### src/rtl/serial_magnitude_comparator.sv
// serial_magnitude_comparator
// Bit-serial, MSB-first magnitude comparator for WIDTH-bit operands.
// It supports unsigned and two's-complement compares, selected per operation,
// and stops at the first differing bit. A start/busy/done handshake lets a
// controller launch a compare and collect a registered gt/eq/lt result.

module serial_magnitude_comparator #(
  parameter int WIDTH = 8
) (
  input  logic             clk,
  input  logic             rst_n,
  input  logic             start,
  input  logic             signed_mode,
  input  logic [WIDTH-1:0] a,
  input  logic [WIDTH-1:0] b,
  output logic             busy,
  output logic             done,
  output logic             gt,
  output logic             eq,
  output logic             lt
);

  // The index must reach WIDTH-1, so it needs at least one bit.
  localparam int IW = (WIDTH > 1) ? $clog2(WIDTH) : 1;
  localparam logic [IW-1:0] MSB_IDX  = IW'(WIDTH - 1);
  localparam logic [IW-1:0] ZERO_IDX = IW'(0);
  localparam logic [IW-1:0] ONE_IDX  = IW'(1);

  typedef enum logic [0:0] {
    IDLE    = 1'b0,
    COMPARE = 1'b1
  } state_t;

  state_t           state_q;
  logic [WIDTH-1:0] a_q;
  logic [WIDTH-1:0] b_q;
  logic             mode_q;
  logic [IW-1:0]    idx_q;

  logic             a_bit_s;
  logic             b_bit_s;
  logic             bits_differ_s;
  logic             at_sign_s;
  logic             at_lsb_s;
  logic [1:0]       decision_s;

  // Resolve a differing bit pair into {gt, lt}. At the sign position of a
  // signed compare the operand with the 1 bit is the negative one, so the
  // sense is swapped.
  function automatic logic [1:0] resolve_diff(
    input logic a_bit,
    input logic b_bit,
    input logic sign_pos
  );
    logic [1:0] res;
    if (sign_pos) begin
      res = {b_bit, a_bit};
    end else begin
      res = {a_bit, b_bit};
    end
    return res;
  endfunction

  // Decode the bit pair currently under examination.
  always_comb begin
    a_bit_s       = a_q[idx_q];
    b_bit_s       = b_q[idx_q];
    bits_differ_s = a_bit_s ^ b_bit_s;
    at_sign_s     = mode_q & (idx_q == MSB_IDX);
    at_lsb_s      = (idx_q == ZERO_IDX);
    decision_s    = resolve_diff(a_bit_s, b_bit_s, at_sign_s);
  end

  // Control FSM with operand capture, bit walk and registered result outputs.
  always_ff @(posedge clk or negedge rst_n) begin
    if (!rst_n) begin
      state_q <= IDLE;
      a_q     <= {WIDTH{1'b0}};
      b_q     <= {WIDTH{1'b0}};
      mode_q  <= 1'b0;
      idx_q   <= ZERO_IDX;
      busy    <= 1'b0;
      done    <= 1'b0;
      gt      <= 1'b0;
      eq      <= 1'b0;
      lt      <= 1'b0;
    end else begin
      // done is a single-cycle pulse; only the finishing edge raises it.
      done <= 1'b0;
      case (state_q)
        IDLE: begin
          if (start) begin
            a_q     <= a;
            b_q     <= b;
            mode_q  <= signed_mode;
            idx_q   <= MSB_IDX;
            gt      <= 1'b0;
            eq      <= 1'b0;
            lt      <= 1'b0;
            busy    <= 1'b1;
            state_q <= COMPARE;
          end else begin
            state_q <= IDLE;
          end
        end
        COMPARE: begin
          if (bits_differ_s) begin
            // First differing bit decides the result.
            gt      <= decision_s[1];
            lt      <= decision_s[0];
            eq      <= 1'b0;
            done    <= 1'b1;
            busy    <= 1'b0;
            state_q <= IDLE;
          end else if (at_lsb_s) begin
            // Every bit matched.
            gt      <= 1'b0;
            lt      <= 1'b0;
            eq      <= 1'b1;
            done    <= 1'b1;
            busy    <= 1'b0;
            state_q <= IDLE;
          end else begin
            idx_q   <= idx_q - ONE_IDX;
            state_q <= COMPARE;
          end
        end
        default: begin
          state_q <= IDLE;
          busy    <= 1'b0;
        end
      endcase
    end
  end

endmodule

### config.mk
export PLATFORM = sky130hd
export DESIGN_NAME = serial_magnitude_comparator
export DESIGN_NICKNAME = d
export VERILOG_FILES = /design/src/rtl/serial_magnitude_comparator.sv
export SDC_FILE = /design/constraint.sdc
export NUM_CORES = 1
export LEC_CHECK = 0
export CORE_AREA = 3 3 58 60
export CTS_CLUSTER_SIZE = 20
export DETAILED_ROUTE_END_ITERATION = 16
export DIE_AREA = 0 0 61 63
export GPL_TIMING_DRIVEN = 0
export PLACE_DENSITY = 0.76
export SETUP_SLACK_MARGIN = 0.2
export SLEW_MARGIN = 20
export SYNTH_ARGS = -nofsm -noshare
export SYNTH_HDL_FRONTEND = slang
export SYNTH_SLANG_ARGS = --single-unit
### constraint.sdc
create_clock -name clk -period 2.1 [get_ports clk]
set_clock_uncertainty 0.15 [all_clocks]
set_input_delay 0.42 -clock clk [delete_from_list [all_inputs] [get_ports clk]]
set_output_delay 0.42 -clock clk [all_outputs]
set_load 0.01 [all_outputs]
==> results.cfg <==
[cts]
h-tree-depth = 1
cts_tree = built
cts_buffers = 3
cts-root-buf = clkbuf_4
max-clock-path-buffers = 2
cts_sinks = 26
cts.clk_slew.worst_paths_ns = 0.13
clock_latency_ns = 0.31

[status]
status = finished with violations
violations = setup timing

[setup_path]
critical_path_peak_fanout = 7
worstReg2RegStart = idx_q[0]
arrival_ns = 2.25
critPathCaptureType = flip-flop
rr_endpoint = idx_q[2]
r2r_slack_ns = -0.06
startpoint = idx_q[0]
critical_path.endpoint = idx_q[2]
worstRegToRegCells = 6
cp_data_required_time_ns = 2.19
max_stage_delay_ns = 0.50
cp-start-kind = flip-flop
path_cells = buf_6, mux4_2, mux2_4, xor2_4, and3_4, mux2i_1
worst_path_max_delay_cell = mux4_2
crit_type = reg -> reg

[floorplan]
core_area_mm2 = 0.00298
io_pins = 25
fp.dieW_um = 61
dieArea_mm2 = 0.00384
start_util_pct = 43.6
chipHeight_um = 63
rows = 20

[final_layout]
stdcell_area_mm2 = 0.00179
layout_commonest_cell = dfrtp_1
synthToLayoutAreaGrowth_pct = 38.0
diodes = 0
stdcell_count = 167
nFillCells = 256
nNetsFinal = 158
drive_gt1_share_pct = 38.8
final_cell_mix = dfrtp_1 (26), clkdlybuf4s50_1 (23), mux2_2 (17), inv_1 (7), buf_4 (7)

[sta]
setup_viol = 6
min_period_ns = 2.16
finalCritPeriodShare_pct = 103
fmax_ghz = 0.463
worst_slack_ns = -0.0595
tightest_slew_ns = 0.584
drv_slew = 0
slew_headroom_pct = 61.1
hold_viol_final = 0
rsz0062_at_grt = yes
setup_tns_ns = -0.217

[drt]
first_iter_violations = 8
topRoutingLayerUsed = met4
wl_per_cell_um = 14.0
wl_met1_um = 1010
wl_met2_um = 1230
drc = 0
drt_pass1_iterations = 4
drt.antenna.violating_nets = 0
wl_um = 2330
vias = 843
wl_met3_um = 73
vias_per_cell = 5.05

[logic_synthesis]
synth_top_family_by_area = multiplexers
ys_top_cells_by_area = dfrtp_1 (50%), mux2_2 (16%), mux4_2 (6.9%)
async_flop_share_pct = 100
synth_top_area_cell = dfrtp_1
synth-edff-count = 0
yosysUniqueCellTypes = 26
synth_area_mm2 = 0.00130
ys.warnings.count = 0
synth_compound_area_share_pct = 3.66
yosys.area_share.simple_pct = 6.36
synthFlopType = dfrtp_1
ys_seq_area_share_pct = 50.1
yosysTopAreaCellShare_pct = 50.1
synthCells = 95
syn_avg_cell_area_um2 = 13.7
synthMuxAreaShare_pct = 29.4
synth_nets = 118
synthAdderAreaFrac_pct = 2.89
synthXorXnorAreaFrac_pct = 1.35
synth_seq_cells = 26

[global_routing]
grt_max_degree = 27
grt_pass1_wl_um = 3910
track_usage_pct = 13.6
grt_overflow_total = 0
antenna_found_initial = 0
grt_pass1_vias = 919

[power]
power_leakage_nw = 0.776
power_density_mw_per_mm2 = 1820
finalPower_mw = 3.25
ir_drop_v = 0.000607

[placed_design]
gp_congestion = 0.755
dp_worst_setup_slack_ns = -0.303
dp_cells = 152
hpwl_um = 1670
placedInstanceArea_mm2 = 0.00160
port_buffers = 24

[worst_hold_path]
hp-class = reg -> reg

[flow_run]
max-cap-violations = 0
state kept, by name, summed over array words and instances (netlist names):
register / flops
busy: 1
gt: 1
a_q: 8
b_q: 8
state_q: 1
eq: 1
lt: 1
mode_q: 1
idx_q: 3
done: 1
power breakdown:
part	leakage, nW	internal, mW	switching (mW)
logic	0.449	1.28	0.845
registers	0.306	0.742	0.135
clock network	0.0210	0.106	0.143
worst min path at each step:
stage,start,end,slack [ns],cells after the start
detailed placement,b_q[5],b_q[5],0.34,1
global route,b_q[2],b_q[2],0.40,1
global placement,b_q[2],b_q[2],0.34,1
finish,b_q[7],b_q[7],0.37,1
floorplan,rst_n,a_q[0],-0.03,0
CTS,b_q[5],b_q[5],0.38,1
logic make-up after synthesis:
| kind of cell | Yosys count |
|---|---|
| xor gates and xnor gates | 2 |
| adders and majority gates | 3 |
| buffers and inverters | 12 |
| and+or+nand+nor | 17 |
| muxes | 28 |
| DFF | 26 |
| AOI/OAI and AO/OA | 7 |
metal layers:
metal,vias to the layer above,track usage [%]
met1,418,17.4
li1,406,-
met4,0,7.59
met3,2,2.48
met2,17,21.1
met5,-,0
through the flow:
step	util (%)	hold WS [ns]
3_5_place_dp	53.7	0.344
4_1_cts	57.0	0.376
3_3_place_gp	53.7	0.337
2_1_floorplan	-	-0.0256
6_report	60.2	0.372
5_1_grt	60.2	0.395
final cells by class:
class | count | area, um^2 | area share, %
multi-input cells | 57 | 644 | 36.0
inverters | 7 | 26.3 | 1.47
flip-flops and latches | 26 | 651 | 36.3
plain buffers | 5 | 61.3 | 3.42
well taps | 33 | 41.3 | 2.30
repair buffers | 35 | 332 | 18.5
clock buffers | 4 | 36.3 | 2.03
worst max-delay path, delay by kind of cell (launching register included):
| kind | cells | cell delay, ns |
|---|---|---|
| multiplexers | 3 | 1.03 |
| flip-flops | 1 | 0.38 |
| AND/OR/NAND/NOR | 1 | 0.21 |
| XOR/XNOR | 1 | 0.18 |
| buffers and inverters | 1 | 0.14 |
synthesized netlist by cell type (2+ instances only):
| cell | number |
|---|---|
| a21oi_1 | 3 |
| and3_1 | 2 |
| clkbuf_1 | 3 |
| dfrtp_1 | 26 |
| ha_1 | 3 |
| inv_1 | 7 |
| mux2_2 | 18 |
| mux2i_1 | 4 |
| mux4_2 | 4 |
| nand2_1 | 3 |
| nor2_1 | 6 |
| nor2b_1 | 2 |
what timing repair did:
item                       in CTS  in global routing
buffers inserted                7                  3
setup endpoints to repair      23                 23
hold buffers                    0                  1
cloned                          0                  0
hold endpoints to repair        0                 26
resized for setup               4                 14
pin swaps                       4                  5
(Power assumes the default switching activity.)
